==> src/rtl/kappa3_pkg.sv <==
// kappa3 run controller shared definitions.
// Phase one-hot codes, mode codes and phase helpers.
package kappa3_pkg;

    localparam logic [3:0] PH_F = 4'b0001;
    localparam logic [3:0] PH_D = 4'b0010;
    localparam logic [3:0] PH_E = 4'b0100;
    localparam logic [3:0] PH_W = 4'b1000;

    localparam logic [2:0] MD_IDLE     = 3'd0;
    localparam logic [2:0] MD_RUN      = 3'd1;
    localparam logic [2:0] MD_STEP_PH  = 3'd2;
    localparam logic [2:0] MD_STEP_IN  = 3'd3;
    localparam logic [2:0] MD_STOP_REQ = 3'd4;

    function automatic logic is_onehot(input logic [3:0] v);
        return (v != 4'b0000) && ((v & (v - 4'b0001)) == 4'b0000);
    endfunction

    function automatic logic [3:0] next_phase(input logic [3:0] v);
        logic [3:0] n;
        n = PH_F;
        case (v)
            PH_F:    n = PH_D;
            PH_D:    n = PH_E;
            PH_E:    n = PH_W;
            PH_W:    n = PH_F;
            default: n = PH_F;
        endcase
        return n;
    endfunction

endpackage

==> src/rtl/kappa3_run_ctrl_rise_det.sv <==
// Single-bit rising-edge detector for debugger buttons.
// prev resets to 1 so a button held through reset gives no edge.
module rise_det (
    input  logic clock,
    input  logic reset,
    input  logic i_d,
    output logic o_edge
);

    logic r_prev;

    // remember last sample of the button level
    always_ff @(posedge clock or posedge reset) begin
        if (reset) begin
            r_prev <= 1'b1;
        end else begin
            r_prev <= i_d;
        end
    end

    assign o_edge = i_d & ~r_prev;

endmodule

==> src/rtl/kappa3_run_ctrl.sv <==
// kappa3 debugger run/step controller.
// Sequences F/D/E/W phases under run, step and halt control.
module kappa3_run_ctrl
    import kappa3_pkg::*;
(
    input  logic       clock,
    input  logic       reset,
    input  logic       run,
    input  logic       step_phase,
    input  logic       step_inst,
    input  logic       halt,
    output logic [3:0] cstate,
    output logic       running,
    output logic       phase_en
);

    logic [2:0] r_mode;
    logic [2:0] w_mode_nxt;
    logic [3:0] r_cstate;
    logic       w_run_e;
    logic       w_sp_e;
    logic       w_si_e;
    logic       w_active;
    logic       w_at_w;

    rise_det u_run_det (
        .clock  (clock),
        .reset  (reset),
        .i_d    (run),
        .o_edge (w_run_e)
    );

    rise_det u_sp_det (
        .clock  (clock),
        .reset  (reset),
        .i_d    (step_phase),
        .o_edge (w_sp_e)
    );

    rise_det u_si_det (
        .clock  (clock),
        .reset  (reset),
        .i_d    (step_inst),
        .o_edge (w_si_e)
    );

    // core is enabled in every mode except IDLE
    always_comb begin
        w_active = 1'b0;
        case (r_mode)
            MD_RUN,
            MD_STEP_PH,
            MD_STEP_IN,
            MD_STOP_REQ: w_active = 1'b1;
            default:     w_active = 1'b0;
        endcase
    end

    assign w_at_w   = w_active && (r_cstate == PH_W);
    assign phase_en = w_active;
    assign running  = w_active;
    assign cstate   = r_cstate;

    // mode transitions; instruction boundary is the end of an enabled W
    always_comb begin
        w_mode_nxt = r_mode;
        case (r_mode)
            MD_IDLE: begin
                if (w_run_e) begin
                    w_mode_nxt = MD_RUN;
                end else if (w_si_e) begin
                    w_mode_nxt = MD_STEP_IN;
                end else if (w_sp_e) begin
                    w_mode_nxt = MD_STEP_PH;
                end
            end
            MD_RUN: begin
                if (w_at_w && (halt || w_run_e)) begin
                    w_mode_nxt = MD_IDLE;
                end else if (w_run_e) begin
                    w_mode_nxt = MD_STOP_REQ;
                end
            end
            MD_STEP_PH: begin
                w_mode_nxt = MD_IDLE;
            end
            MD_STEP_IN,
            MD_STOP_REQ: begin
                if (w_at_w) begin
                    w_mode_nxt = MD_IDLE;
                end
            end
            default: begin
                w_mode_nxt = MD_IDLE;
            end
        endcase
    end

    // mode register
    always_ff @(posedge clock or posedge reset) begin
        if (reset) begin
            r_mode <= MD_IDLE;
        end else begin
            r_mode <= w_mode_nxt;
        end
    end

    // phase rotates when enabled; corrupt codes fall back to F
    always_ff @(posedge clock or posedge reset) begin
        if (reset) begin
            r_cstate <= PH_F;
        end else if (!is_onehot(r_cstate)) begin
            r_cstate <= PH_F;
        end else if (w_active) begin
            r_cstate <= next_phase(r_cstate);
        end
    end

endmodule

==> config.mk <==
export PLATFORM = sky130hd
export DESIGN_NAME = kappa3_run_ctrl
export DESIGN_NICKNAME = d
export VERILOG_FILES = /design/src/rtl/kappa3_pkg.sv /design/src/rtl/kappa3_run_ctrl_rise_det.sv /design/src/rtl/kappa3_run_ctrl.sv
export SDC_FILE = /design/constraint.sdc
export NUM_CORES = 1
export LEC_CHECK = 0
export ABC_AREA = 1
export CAP_MARGIN = 20
export CORE_AREA = 10 10 47 49
export CTS_BUF_LIST = sky130_fd_sc_hd__clkbuf_16
export DETAILED_ROUTE_END_ITERATION = 7
export DIE_AREA = 0 0 57 59
export DONT_BUFFER_PORTS = 1
export GPL_TIMING_DRIVEN = 0
export SLEW_MARGIN = 15
export SYNTH_ARGS = -nofsm -noshare
export SYNTH_HDL_FRONTEND = slang
export SYNTH_HIERARCHICAL = 1
export SYNTH_SLANG_ARGS = --single-unit
==> constraint.sdc <==
create_clock -name clock -period 3.59 [get_ports clock]
set_input_delay 0.718 -clock clock [delete_from_list [all_inputs] [get_ports clock]]
set_output_delay 0.718 -clock clock [all_outputs]
set_load 0.005 [all_outputs]
Word-level counts from Yosys, hierarchy flattened
Cells that the tools add are included.

Memories: 0. Memory bits (read-only): 0. Bits in writable memories: 0. Register bits: 10. Logic and storage cells: 46. Bits in latches: 0.

Reductions and logical operators: 10. Shift operators: 0. Add/sub/neg operators: 1. Bitwise logic cells: 7. Magnitude comparators: 0. Muxes and demuxes: 11. Eq/ne operators: 12. Multiply operators: 0. Div/mod/pow operators: 0.

Operator list (count): $mux W3 (6); $pmux W4 S3 (1); $pmux W3 S3 (1); $mux W4 (2); $eq A3 B2 Y1 const B (2); $and A4 B4 Y4 (1); $eq A4 B1 Y1 const B (1); $eq A4 B2 Y1 const B (1); $eq A4 B3 Y1 const B (1); $eq A4 B4 Y1 const B (1); $logic_not A4 Y1 (1); $ne A2 B2 Y1 const B (2); $ne A4 B2 Y1 const B (1); $reduce_bool A4 Y1 (1); $reduce_or A4 Y1 (1); $sub A4 B1 Y4 const B (1); $and A1 B1 Y1 (3); $eq A3 B1 Y1 const B (1); $eq A3 B3 Y1 const B (1); $logic_and A1 B1 Y1 (3); $logic_not A3 Y1 (1); $ne A3 B3 Y1 const B (1); $not A1 Y1 (3); $reduce_and A3 Y1 (1); 3 further kinds (3).

Logic depth before layout (Yosys ltp)
Word-level depth: 7. Depth in mapped cells: 9.

Hierarchy
The synthesis kept the hierarchy.

Modules (own cells, without submodules): kappa3_run_ctrl (area each 518.0 um2, cells each 78, instances 1, seq. area each 176.4 um2); rise_det (area each 40.0 um2, cells each 4, instances 3, seq. area each 26.3 um2).

Worst setup path before layout
Ideal clock, no wire load.

Path kind: register -> output. From: register r_mode[1]. To: output running. Cell stages (with the launch flop): 6. Data required time: 2.872 ns. Arrival time: 1.038 ns. Slack: 1.834 ns. Cells stage by stage: dfrtp_1 -> nor2_1 -> inv_1 -> a21oi_4 -> inv_1 -> buf_4.

Word-level cells in the longest chain between the ends: 3. Elaborated cells on any way between the ends: 6. Classes of those cells: eq/ne (4); mux (1); reduce/logical (1).

RTL lines: start, declared (line kappa3_run_ctrl.sv:17) `logic [2:0] r_mode;`; start signal, assigned (line kappa3_run_ctrl.sv:104) `r_mode <= w_mode_nxt;`; $eq A3 B2 Y1 (tied with other cells) (line kappa3_run_ctrl.sv:50) `case (r_mode)`; $reduce_or A4 Y1 * (line kappa3_run_ctrl.sv:50); $mux W1 * (line kappa3_run_ctrl.sv:50); end, declared (line kappa3_run_ctrl.sv:13) `output logic running,`.

Every way passes the cells marked *; elsewhere a longest branch is shown, timed or not.

Final worst setup path
Ends and elaborated chain as after synthesis.

==> results.txt <==
----------------------------------------------------
[STA]
  Final setup fails ... 0
  Tcrit/Tclk final ... 0.586
  Number of hold violations in the final report ... 0
  Final period demand of the worst path ... 2.10 ns
  Max Clk Rate ... 476 MHz
  Pins Over Slew Limit ... 0
  Setup repair after global routing missed its margin ... false
  Setup TNS ... 0 ns
  Worst-margin pin slew ... 0.293 ns
  Clock tree skew after final layout ... 0.00143 ns
  Worst-case headroom to the max-slew limit ... 0.804

[Finish]
  Area occupied by multi-input gates ... 300 um2
  Area taken by flip-flops and latches ... 255 um2
  Fill cell total of the finished layout ... 144
  Layout cell share with drive strength beyond 1 ... 0.226
  Layout Utilization ... 0.523
  Total number of nets in the final design ... 101
  Area overhead of the layout relative to synthesis ... 14.9%
  # diodes ... 0

[CTS]
  Clk sinks ... 10
  Number of gates given a new drive strength after cts ... 0
  Number of buffers created by CTS ... 3
  Bufs on Longest Clock Path ... 2
  CTS H-tree lvls ... 1
  Worst-path clk slew ... 0.04 ns
  Quantity of hold-fixing buffers added after cts ... 0
  Number of post-CTS setup repair buffers ... 0
  Clock latency of the later-clocked register in the worst-skew pair ... 0.23 ns
  Clock tree root buffer cell ... sky130_fd_sc_hd__clkbuf_16
  TritonCTS clock tree ... yes

[Floorplanning]
  Die width ... 57 um
  Row count ... 14
  Die Footprint ... 0.00336 mm2
  I/O pin total ... 12
  Starting utilization of the core area ... 0.455
  Height of the die ... 59 um
  Area of the core region ... 0.00140 mm2

[Setup path]
  Critical Path End Type ... output port
  Reg2reg setup slack ... 2.30 ns
  Arrival time of data at the critical path endpoint ... 1.38 ns
  Critical Path End ... running
  Required time reported for the critical path endpoint ... 2.87 ns
  Number of cells on the worst reg-to-reg path ... 7
  Crit path kind ... reg -> out
  Worst setup startpoint ... r_mode[1]$_DFFE_PP0P_
  Sort of element at the start of the critical path ... flip-flop
  Maximum fanout count along the critical path ... 6
  Crit Reg-Reg Endpoint ... cstate[1]$_DFFE_PP0P_
  Worst flop-to-flop path startpoint ... cstate[0]$_DFFE_PP1P_

[Power and ir drop]
  Power density relative to cell area ... 957 mW/mm2
  Net load switching power ... 0.284 mW
  LEAKAGE ... 0.409 nW
  Power after layout ... 0.701 mW
  Internal power contribution ... 0.417 mW
  Clock Power Share ... 0.271
  Fraction of power consumed by combinational cells ... 0.443
  Sequential fraction of design power ... 0.286
  Net Sw Frac ... 0.405
  VDD IR max ... 497 uV

[Synthesis]
  Post-Syn Area ... 638 um2
  Synthesized instance count ... 90
  Flops & latches, synth ... 10
  Cell types with the largest area share after synthesis ... sky130_fd_sc_hd__dfrtp_1 (24%), sky130_fd_sc_hd__dfstp_2 (16%), sky130_fd_sc_hd__nand2_1 (16%)
  Sequential element share of the synthesized area ... 0.400
  Fraction of post-synthesis cell area in the top cell type by area ... 0.235
  Synth warn ... 6
  Library cell with the largest summed area after synthesis ... sky130_fd_sc_hd__dfrtp_1
  Synthesized area per cell ... 7.09 um2
  Unique cell type count in the Yosys netlist ... 19
  Number of nets produced by synthesis ... 96

[Global route]
  Pin count of the biggest net entering global routing ... 8
  Global-route congestion overflow total ... 0
  Via count of the first global-routing pass ... 482
  Overall Global Routing Usage ... 0.0777
  First-pass GRT wire length ... 2.07 mm
  Antenna violations before repair ... 0

[Placed design]
  GPL Wtd Cong ... 0.740
  Quantity of I/O buffers inserted on ports ... 0
  Half-perimeter wire length of the detailed placement result ... 958 um

[Drt]
  Post-DRT Antenna Nets ... 0
  DRC marker count from the first detailed-route iteration ... 4
  Routed via count ... 509
  Drt wl/cell ... 10.7 um
  Post-route DRC ... 0
  Post-Route WL ... 1.16 mm
  Drt via density ... 4.67
  DR pass1 iterations ... 4

[Worst hold path]
  Hold Crit Class ... in -> async

[Job]
  Max_cap viols ... 0

[Outcome]
  Outcome ... finished, final reports clean

----------------------------------------------------
[registers in the layout (all words and copies together) (netlist names)]
name	count
r_mode	3
u_si_det/r_prev	1
u_sp_det/r_prev	1
u_run_det/r_prev	1
cstate	4
[layout make-up]
cell class              count  share of cell area
multi-input cells          59               0.410
flip-flops and latches     10               0.348
clock buffers               3               0.102
inverters                  20               0.102
well taps                  16              0.0273
plain buffers               1              0.0102
[worst max-delay path, stage by stage (launching register included)]
cell and delay (ns):
sky130_fd_sc_hd__dfrtp_1 0.40, sky130_fd_sc_hd__nor2_1 0.19, sky130_fd_sc_hd__inv_1 0.10, sky130_fd_sc_hd__a21oi_4 0.22
sky130_fd_sc_hd__inv_1 0.10, sky130_fd_sc_hd__buf_4 0.14
[power groups by stage]
stage               clock network, mW  registers [mW]  logic, mW
global route                    0.205           0.209      0.361
finish                          0.190           0.201      0.311
detailed placement                  0           0.203      0.313
floorplan                           0           0.192      0.271
CTS                             0.196           0.202      0.315
global placement                    0           0.203      0.312
[worst min path at each step]
stage	from	endpoint	slack, ns	depth (start not counted)
after floorplan	r_mode[0]$_DFFE_PP0P_	r_mode[0]$_DFFE_PP0P_	0.48	2
after global placement	r_mode[0]$_DFFE_PP0P_	r_mode[0]$_DFFE_PP0P_	0.52	2
after detailed placement	r_mode[0]$_DFFE_PP0P_	r_mode[0]$_DFFE_PP0P_	0.52	2
after CTS	reset	cstate[1]$_DFFE_PP0P_	0.33	1
after global routing	reset	cstate[1]$_DFFE_PP0P_	0.33	1
final	reset	cstate[1]$_DFFE_PP0P_	0.31	1
[cells by family after synthesis]
family                 count (synthesis)  share of synthesized area
and+or+nand+nor                       56                      0.424
AOI/OAI and AO/OA                      3                     0.0471
buffers and inverters                 21                      0.129
DFF                                   10                      0.400
[per-stage QoR]
stage	hold slack, ns	setup WS [ns]	area [um2]	std cells
floorplan	0.477	1.83	638	90
finish	0.314	1.49	733	109
global placement	0.515	1.73	658	106
CTS	0.329	1.47	733	109
global route	0.327	1.39	733	109
detailed placement	0.516	1.72	658	106
[cell usage after synthesis]
library cell               count
sky130_fd_sc_hd__nor2_4        2
sky130_fd_sc_hd__nand3_1      10
sky130_fd_sc_hd__dfrtp_1       6
sky130_fd_sc_hd__nor2_1        6
sky130_fd_sc_hd__a21oi_1       1
sky130_fd_sc_hd__a21oi_2       1
sky130_fd_sc_hd__inv_2         1
sky130_fd_sc_hd__nor3b_1       1
sky130_fd_sc_hd__nand2_1      27
sky130_fd_sc_hd__nand2_2       2
sky130_fd_sc_hd__inv_1        19
sky130_fd_sc_hd__nand3_2       1
sky130_fd_sc_hd__nand3b_1      1
sky130_fd_sc_hd__a21oi_4       1
sky130_fd_sc_hd__or2_2         1
sky130_fd_sc_hd__nor3_1        1
sky130_fd_sc_hd__nor2_2        4
sky130_fd_sc_hd__buf_4         1
sky130_fd_sc_hd__dfstp_2       4
[per-layer routing]
| metal | share of wire | vias up | GRT usage |
|---|---|---|---|
| li1 | - | 277 | - |
| met2 | 0.44 | 11 | 0.113 |
| met5 | 0 | - | 0 |
| met3 | 0.090 | 4 | 0.0451 |
| met4 | 0.022 | 0 | 0.0503 |
| met1 | 0.45 | 217 | 0.0841 |
[cell usage in the layout (no fill, tap or decap), drive strengths merged]
master / count
inv: 20
nand2: 29
nor2: 12
dfstp: 4
buf: 1
nand3b: 1
clkbuf: 3
nand3: 11
nor3b: 1
or2: 1
nor3: 1
a21oi: 3
dfrtp: 6
No activity file was read; power rests on OpenSTA's default activity.
